File: config.mk
export PLATFORM = sky130hd
export DESIGN_NAME = dmem_arb
export DESIGN_NICKNAME = d
export VERILOG_FILES = /design/src/rtl/dmem_arb_pkg.sv /design/src/rtl/dmem_rr_arb2.sv /design/src/rtl/dmem_arb.sv
export SDC_FILE = /design/constraint.sdc
export NUM_CORES = 1
export LEC_CHECK = 0
export CORE_AREA = 2 2 63 124
export DETAILED_ROUTE_END_ITERATION = 12
export DIE_AREA = 0 0 65 126
export GPL_ROUTABILITY_DRIVEN = 0
export GPL_TIMING_DRIVEN = 0
export PLACE_DENSITY = 0.82
export SYNTH_ARGS = -nofsm -noshare
export SYNTH_HDL_FRONTEND = slang
export SYNTH_SLANG_ARGS = --single-unit
File: constraint.sdc
create_clock -name clk -period 5.2 [get_ports clk]
set_input_delay 0.52 -clock clk [delete_from_list [all_inputs] [get_ports clk]]
set_output_delay 0.52 -clock clk [all_outputs]
set_load 0.02 [all_outputs]
File: src/rtl/dmem_arb_pkg.sv
// Shared types and default widths for the two-requester data-memory arbiter.
package dmem_arb_pkg;

   localparam int DEF_ADDR_WIDTH = 10;
   localparam int DEF_COL_WIDTH  = 8;
   localparam int DEF_NB_COL     = 4;
   localparam int N_REQ          = 2;

   typedef enum logic {
      ST_IDLE = 1'b0,
      ST_RESP = 1'b1
   } state_e;

   typedef logic req_idx_t;

   function automatic logic [1:0] idx_onehot(input req_idx_t idx);
      return idx ? 2'b10 : 2'b01;
   endfunction

endpackage

File: src/rtl/dmem_rr_arb2.sv
// Two-way round-robin selector with a one-requester lock; owns last_grant and lock_owner.
module dmem_rr_arb2
   import dmem_arb_pkg::*;
(
   input  logic       clk,
   input  logic       rst_n,
   input  logic [1:0] req_valid,
   input  logic [1:0] req_lock,
   input  logic       free,
   output logic       gnt_vld,
   output logic       gnt_id
);

   req_idx_t last_grant_q, last_grant_d;
   logic     lock_vld_q, lock_vld_d;
   req_idx_t lock_id_q, lock_id_d;
   logic     cand_vld;
   req_idx_t cand_id;

   always_comb begin
      cand_vld = 1'b0;
      cand_id  = 1'b0;
      // A held lock masks the other requester completely
      if (lock_vld_q) begin
         cand_vld = req_valid[lock_id_q];
         cand_id  = lock_id_q;
      end else if (&req_valid) begin
         cand_vld = 1'b1;
         cand_id  = ~last_grant_q;
      end else if (req_valid[1]) begin
         cand_vld = 1'b1;
         cand_id  = 1'b1;
      end else if (req_valid[0]) begin
         cand_vld = 1'b1;
         cand_id  = 1'b0;
      end

      gnt_vld = cand_vld & free;
      gnt_id  = cand_id;

      last_grant_d = last_grant_q;
      lock_vld_d   = lock_vld_q;
      lock_id_d    = lock_id_q;
      if (gnt_vld) begin
         last_grant_d = cand_id;
         lock_vld_d   = req_lock[cand_id];
         lock_id_d    = cand_id;
      end
   end

   always_ff @(posedge clk or negedge rst_n) begin
      if (!rst_n) begin
         last_grant_q <= 1'b1;
         lock_vld_q   <= 1'b0;
         lock_id_q    <= 1'b0;
      end else begin
         last_grant_q <= last_grant_d;
         lock_vld_q   <= lock_vld_d;
         lock_id_q    <= lock_id_d;
      end
   end

endmodule

File: src/rtl/dmem_arb.sv
// Arbitrates two load/store requesters onto one single-port data memory,
// holding one registered response at a time.
//
//   state   | meaning
//   --------+-------------------------------------------
//   ST_IDLE | no response held
//   ST_RESP | one response held for the rsp_valid holder
module dmem_arb
   import dmem_arb_pkg::*;
#(
   parameter int ADDR_WIDTH = DEF_ADDR_WIDTH,
   parameter int COL_WIDTH  = DEF_COL_WIDTH,
   parameter int NB_COL     = DEF_NB_COL
) (
   input  logic                           clk,
   input  logic                           rst_n,
   input  logic [1:0]                     req_valid,
   output logic [1:0]                     req_ready,
   input  logic [1:0]                     req_wr,
   input  logic [1:0]                     req_lock,
   input  logic [2*ADDR_WIDTH-1:0]        req_addr,
   input  logic [2*NB_COL-1:0]            req_be,
   input  logic [2*NB_COL*COL_WIDTH-1:0]  req_wdata,
   output logic [1:0]                     rsp_valid,
   input  logic [1:0]                     rsp_ready,
   output logic [NB_COL*COL_WIDTH-1:0]    rsp_data,
   output logic                           mem_valid_st,
   output logic                           mem_spec_ld,
   output logic [NB_COL-1:0]              mem_we,
   output logic [ADDR_WIDTH-1:0]          mem_addr,
   output logic [NB_COL*COL_WIDTH-1:0]    mem_din,
   input  logic [NB_COL*COL_WIDTH-1:0]    mem_dout
);

   localparam int DW = NB_COL * COL_WIDTH;

   state_e          state_q, state_d;
   logic [1:0]      rsp_valid_q, rsp_valid_d;
   logic [DW-1:0]   rsp_data_q, rsp_data_d;

   logic            handoff;
   logic            free;
   logic            gnt_vld;
   req_idx_t        gnt_id;
   logic            sel_wr;
   logic [ADDR_WIDTH-1:0] sel_addr;
   logic [NB_COL-1:0]     sel_be;
   logic [DW-1:0]         sel_wdata;

   // rst_n gates acceptance so no strobe escapes while reset is asserted
   assign handoff = |(rsp_valid_q & rsp_ready);
   assign free    = rst_n & ((state_q == ST_IDLE) | handoff);

   dmem_rr_arb2 u_rr_arb2 (
      .clk       (clk),
      .rst_n     (rst_n),
      .req_valid (req_valid),
      .req_lock  (req_lock),
      .free      (free),
      .gnt_vld   (gnt_vld),
      .gnt_id    (gnt_id)
   );

   assign sel_wr    = req_wr[gnt_id];
   assign sel_addr  = gnt_id ? req_addr[2*ADDR_WIDTH-1:ADDR_WIDTH] : req_addr[ADDR_WIDTH-1:0];
   assign sel_be    = gnt_id ? req_be[2*NB_COL-1:NB_COL] : req_be[NB_COL-1:0];
   assign sel_wdata = gnt_id ? req_wdata[2*DW-1:DW] : req_wdata[DW-1:0];

   always_comb begin
      req_ready    = 2'b00;
      mem_valid_st = 1'b0;
      mem_spec_ld  = 1'b0;
      mem_we       = '0;
      mem_addr     = '0;
      mem_din      = '0;
      if (gnt_vld) begin
         req_ready = idx_onehot(gnt_id);
         mem_addr  = sel_addr;
         if (sel_wr) begin
            mem_valid_st = 1'b1;
            mem_we       = sel_be;
            mem_din      = sel_wdata;
         end else begin
            mem_spec_ld  = 1'b1;
         end
      end
   end

   always_comb begin
      state_d     = state_q;
      rsp_valid_d = rsp_valid_q;
      rsp_data_d  = rsp_data_q;
      if (gnt_vld) begin
         state_d     = ST_RESP;
         rsp_valid_d = idx_onehot(gnt_id);
         rsp_data_d  = sel_wr ? '0 : mem_dout;
      end else if (handoff) begin
         state_d     = ST_IDLE;
         rsp_valid_d = 2'b00;
         rsp_data_d  = '0;
      end
   end

   always_ff @(posedge clk or negedge rst_n) begin
      if (!rst_n) begin
         state_q     <= ST_IDLE;
         rsp_valid_q <= 2'b00;
         rsp_data_q  <= '0;
      end else begin
         state_q     <= state_d;
         rsp_valid_q <= rsp_valid_d;
         rsp_data_q  <= rsp_data_d;
      end
   end

   assign rsp_valid = rsp_valid_q;
   assign rsp_data  = rsp_data_q;

endmodule

==> results of run 1 <==
[cell families after synthesis]
| family | Yosys count |
|---|---|
| mux | 38 |
| flops | 38 |
| compound gates | 58 |
| buf+inv | 26 |
| simple gates | 62 |
[power by group through the flow]
stage                     Combinational [mW]  Clock (mW)  Sequential (mW)
after CTS                              0.158       0.302            0.296
after floorplan                       0.0427           0            0.301
after detailed placement               0.158           0            0.301
after global routing                   0.170       0.312            0.296
final                                  0.156       0.295            0.296
after global placement                 0.155           0            0.301
[stage by stage]
| step | utilization | power (mW) | area [um2] | std cells | hold slack [ps] |
|---|---|---|---|---|---|
| floorplan | - | 0.344 | 2240 | 222 | 224 |
| global placement | 0.628 | 0.456 | 4530 | 531 | 457 |
| detailed placement | 0.627 | 0.459 | 4520 | 531 | 464 |
| CTS | 0.647 | 0.756 | 4670 | 539 | 374 |
| global route | 0.647 | 0.778 | 4670 | 539 | 412 |
| finish | 0.647 | 0.748 | 4670 | 539 | 343 |
[cells in the mapped netlist, drive strengths merged]
| library cell | n |
|---|---|
| a21o | 2 |
| o21ai | 3 |
| nor2 | 3 |
| nand2 | 22 |
| o221ai | 1 |
| a21oi | 13 |
| clkbuf | 5 |
| a221oi | 1 |
| a22o | 34 |
| a22oi | 1 |
| mux2 | 1 |
| nor2b | 1 |
| dfrtp | 37 |
| a211oi | 1 |
| o21ba | 1 |
| mux2i | 37 |
| inv | 5 |
| dfstp | 1 |
| o21a | 1 |
| buf | 16 |
| nor3 | 36 |
[final cells by class]
class / instances / area [um2] / share of cell area
clock inverter: 1 / 5.00 / 0.00107
buffer: 21 / 123 / 0.0263
tap: 92 / 115 / 0.0247
multi-input combinational: 158 / 1140 / 0.245
clock buffer: 7 / 143 / 0.0306
timing repair buffer: 217 / 2170 / 0.464
sequential: 38 / 952 / 0.204
inverter: 5 / 18.8 / 0.00402
[worst paths after layout]
kind | from | to | slack (ps) | depth (start not counted)
max | req_valid[1] | mem_we[0] | 1640 | 8
min | rst_n | rsp_data[4]$_DFFE_PN0P_ | 340 | 1
max reg2reg | u_rr_arb2.lock_id_q$_DFFE_PN0P_ | rsp_data[29]$_DFFE_PN0P_ | 3330 | 6
min reg2reg | u_rr_arb2.last_grant_q$_DFFE_PN1P_ | u_rr_arb2.last_grant_q$_DFFE_PN1P_ | 470 | 2
max in group asynchronous | rst_n | rsp_data[26]$_DFFE_PN0P_ | 4340 | 1
min in group clk | u_rr_arb2.last_grant_q$_DFFE_PN1P_ | u_rr_arb2.last_grant_q$_DFFE_PN1P_ | 470 | 2
[flip-flops by register name, indices dropped and copies added, names as in the netlist]
name	flops
u_rr_arb2.last_grant_q	1
rsp_data	32
state_q	1
u_rr_arb2.lock_vld_q	1
rsp_valid	2
u_rr_arb2.lock_id_q	1
[per-layer routing]
metal  vias to the layer above  part of all wire  track usage
li1                       1271                 -            -
met1                      1184              0.35        0.213
met2                       160              0.55        0.400
met3                        13             0.088       0.0455
met4                         0             0.020       0.0713
met5                         -                 0            0
==> results.ini, run 1 <==
[power]
p_comb_frac=0.209
power_frac_seq=0.396
peakVddDrop_v=0.000110
clkPwrFrac=0.395
power.leakage_nw=2.04
p_per_area_nw_per_um2=160
sw_frac_of_total=0.207
p_sw_uw=155
intPower_uw=593

[sta]
fin_skew_ps=6.09
fin_ws_ps=1640
worstMarginPinSlew_ps=829
tns_ps=0
fmax_mhz=281
relSlewSlack=0.448
setup_violations=0
drv_slew=0
fin_crit_ps=3560
hold_viol_final=0
min_period_over_period=0.684
rsz0062_at_grt=no

[die]
rows=44
start_util=0.310
fp.dieW_um=65
core_area_um2=7210
io_pins=218
dieHeight_um=126
die-area_um2=8190

[routing]
wirelength_um=8360
drt_iter0_drc=91
drt.antenna.violating_nets=0
vias=2628
viasPerCell=4.88
post-route-drc-count=0
first_pass_iters=4
wl_per_cell_um=15.5

[clock_tree]
cts.sinks=38
clkTransAtPathRegs_ps=60
h-tree-depth=2
cts_tree=built
hold_buffers=0
post_cts_buffers=0
max-clock-path-buffers=2
cts_buffers=5
cts.repair.resized=0
cts_root_buffer=clkbuf_16
clk-insertion-delay-late_ps=280

[worst_setup_path]
slowest_stage=clkdlybuf4s50_1
end_kind=primary output
path_cells=clkdlybuf4s50_1 -> nor2b_1 -> a22oi_1 -> buf_4 -> buf_4 -> mux2i_1 -> nor3_1 -> clkdlybuf4s50_1
path_class=input port to primary output
path_buf_inv=4
crit_fanout=10
cpPeakStageDelay_ps=690
crit_family=buffers and inverters
arrival_ps=3040
cp_data_required_time_ps=4680
start_kind=input port

[placed_design]
io_buffers=217
dp_hpwl_um=6920
dp_slack_ps=1600

[synthesis]
synth_fp_nets=356
synth_fa_ha_area_frac=0
postSynthCellCount=222
synth_area_leaders=dfrtp_1, mux2i_1, a22o_1
yosys_warnings=0
synth_top_family_by_area=compound AO/OA/AOI/OAI gates
synth_top_cell_area_share=0.414
ys_ff_latch=38
synth_area_um2=2240
synth_compound_area_frac=0.216
synthMuxAreaShare=0.170
yosysTopAreaCell=dfrtp_1
yosys.area_share.simple=0.125
synthXorXnorAreaFrac=0
ys_seq_area_frac=0.425
postSynthAreaPerCell_um2=10.1
ys_types=24

[global_routing]
grt_max_degree=40
grt_overflow_total=0
grt_pass1_wl_um=13600
grt_use_total=0.208
grt_antenna_before_repair=0
first_global_vias=2882

[job]
drv_cap=0

[status]
outcome=completed

[finish]
final_common_cell=clkdlybuf4s50_1
area_growth_pct=109
layout-drive-gt1-share=0.0694
fillers=589
diodes=0
layout_common_cells=clkdlybuf4s50_1, mux2i_1, dfrtp_1
nNetsFinal=580

[min_path]
hp-class=input port to async pin

Note: power is estimated with default switching activity, not from simulation.
==> run 2: changes to the inputs <==
CORE_AREA = 2 2 65 128   (was 2 2 63 124)
DIE_AREA = 0 0 67 130   (was 0 0 65 126)
PLACE_DENSITY = 0.78   (was 0.82)
clock period = 3.6 ns   (was 5.2 ns; I/O delays follow)
==> results.ini, run 2 (synthesis results as in run 1) <==
[status]
outcome=completed

[placed_design]
io_buffers=217
dp_hpwl_um=7450
place_area_um2=4530

[clock_tree]
cts_buffers=5
cts.repair.resized=0
cts_tree=built
clkTransAtPathRegs_ps=60
cts_root_buffer=clkbuf_16
max-clock-path-buffers=2
clk-insertion-delay-late_ps=280
hold_buffers=0
cts.sinks=38
post_cts_buffers=0
h-tree-depth=2

[global_routing]
grt_overflow_total=0
grt_antenna_before_repair=0
grt_use_total=0.204
grt_pass1_wl_um=13400
grt_max_degree=40
first_global_vias=2694

[finish]
stdcell_area_um2=4680
largest_reg_flops=32
area_growth_pct=109
diodes=0
fillers=703
final_common_cell=clkdlybuf4s50_1
layout-drive-gt1-share=0.0716
nNetsFinal=580
layout_common_cells=clkdlybuf4s50_1, mux2i_1, dfrtp_1

[min_path]
hp-class=input port to async pin

[power]
sw_frac_of_total=0.216
p_comb_frac=0.210
power_frac_seq=0.391
power.leakage_nw=2.04
p_per_area_nw_per_um2=234
p_total_mw=1.09
clkPwrFrac=0.399
peakVddDrop_v=0.000175
intPower_uw=856
p_sw_uw=236

[routing]
drt.antenna.violating_nets=0
first_pass_iters=4
post-route-drc-count=0
wirelength_um=9100
viasPerCell=4.87
vias=2647
drt_iter0_drc=101
wl_per_cell_um=16.8

[die]
die-area_um2=8710
io_pins=218
core_area_um2=7830
dieHeight_um=130
rows=46
fp.dieW_um=67
start_util=0.286

[sta]
relSlewSlack=0.429
setup_violations=0
hold_viol_final=0
min_period_over_period=0.859
tns_ps=0
fin_crit_ps=3090
holdWs_ps=192
fin_skew_ps=2.25
drv_slew=0
rsz0062_at_grt=no
worstMarginPinSlew_ps=856
fmax_mhz=323

[job]
drv_cap=0

[worst_setup_path]
crit_fanout=10
cpPeakStageDelay_ps=640
start_kind=input port
arrival_ps=2730
path_class=input port to primary output
path_cells=clkdlybuf4s50_1 -> nor2b_1 -> a22o_1 -> clkbuf_1 -> nand2_1 -> a21oi_1 -> clkdlybuf4s50_1
cp_data_required_time_ps=3240
crit_top_cell=clkdlybuf4s50_1
end_kind=primary output
slowest_stage=clkdlybuf4s50_1

[run 2: changes by cell type in the layout (fill, tap and decap cells not counted)]
cell,before,now
clkbuf_1,6,5
clkinvlp_4,0,1
[run 2: cell type report]
type	instances	area [um2]	share of cell area
timing repair buffer	217	2170	0.463
multi-input combinational	158	1140	0.245
sequential	38	952	0.204
clock buffer	6	139	0.0297
buffer	21	123	0.0262
tap	96	120	0.0257
inverter	5	18.8	0.00401
clock inverter	2	12.5	0.00268
[run 2: path summary, 6_finish.rpt]
kind	slack, ps	cells past startpoint	to	startpoint
worst max-delay path	510	7	mem_addr[4]	req_valid[1]
worst min-delay path	190	1	rsp_data[16]$_DFFE_PN0P_	rst_n
worst max register to register	1730	6	rsp_data[5]$_DFFE_PN0P_	u_rr_arb2.lock_id_q$_DFFE_PN0P_
worst min register to register	460	2	u_rr_arb2.last_grant_q$_DFFE_PN1P_	u_rr_arb2.last_grant_q$_DFFE_PN1P_
max in group asynchronous	2870	1	rsp_valid[0]$_DFFE_PN0P_	rst_n
min in group clk	460	2	u_rr_arb2.last_grant_q$_DFFE_PN1P_	u_rr_arb2.last_grant_q$_DFFE_PN1P_
[run 2: stage by stage]
step	setup slack, ps	std cells	util
floorplan	1480	222	-
global placement	-566	535	0.579
detailed placement	476	535	0.578
CTS	482	543	0.598
global route	281	543	0.598
finish	507	543	0.598
[run 2: power by group through the flow]
stage	clock, mW	sequential [mW]	combinational (mW)
after floorplan	0	0.435	0.0616
after global placement	0	0.435	0.229
after detailed placement	0	0.435	0.231
after CTS	0.451	0.427	0.232
after global routing	0.468	0.427	0.249
final	0.436	0.427	0.229
[run 2: layer usage]
layer	global-route usage	routed length [um]
met1	0.242	3550
met2	0.334	4230
met3	0.0828	1180
met4	0.0612	130
met5	0	0
[run 2: worst max-delay path: cells and delay by family]
family / cells / cell delay, ps
AOI/OAI and AO/OA: 2 / 490
and+or+nand+nor: 2 / 360
buffers and inverters: 3 / 1520
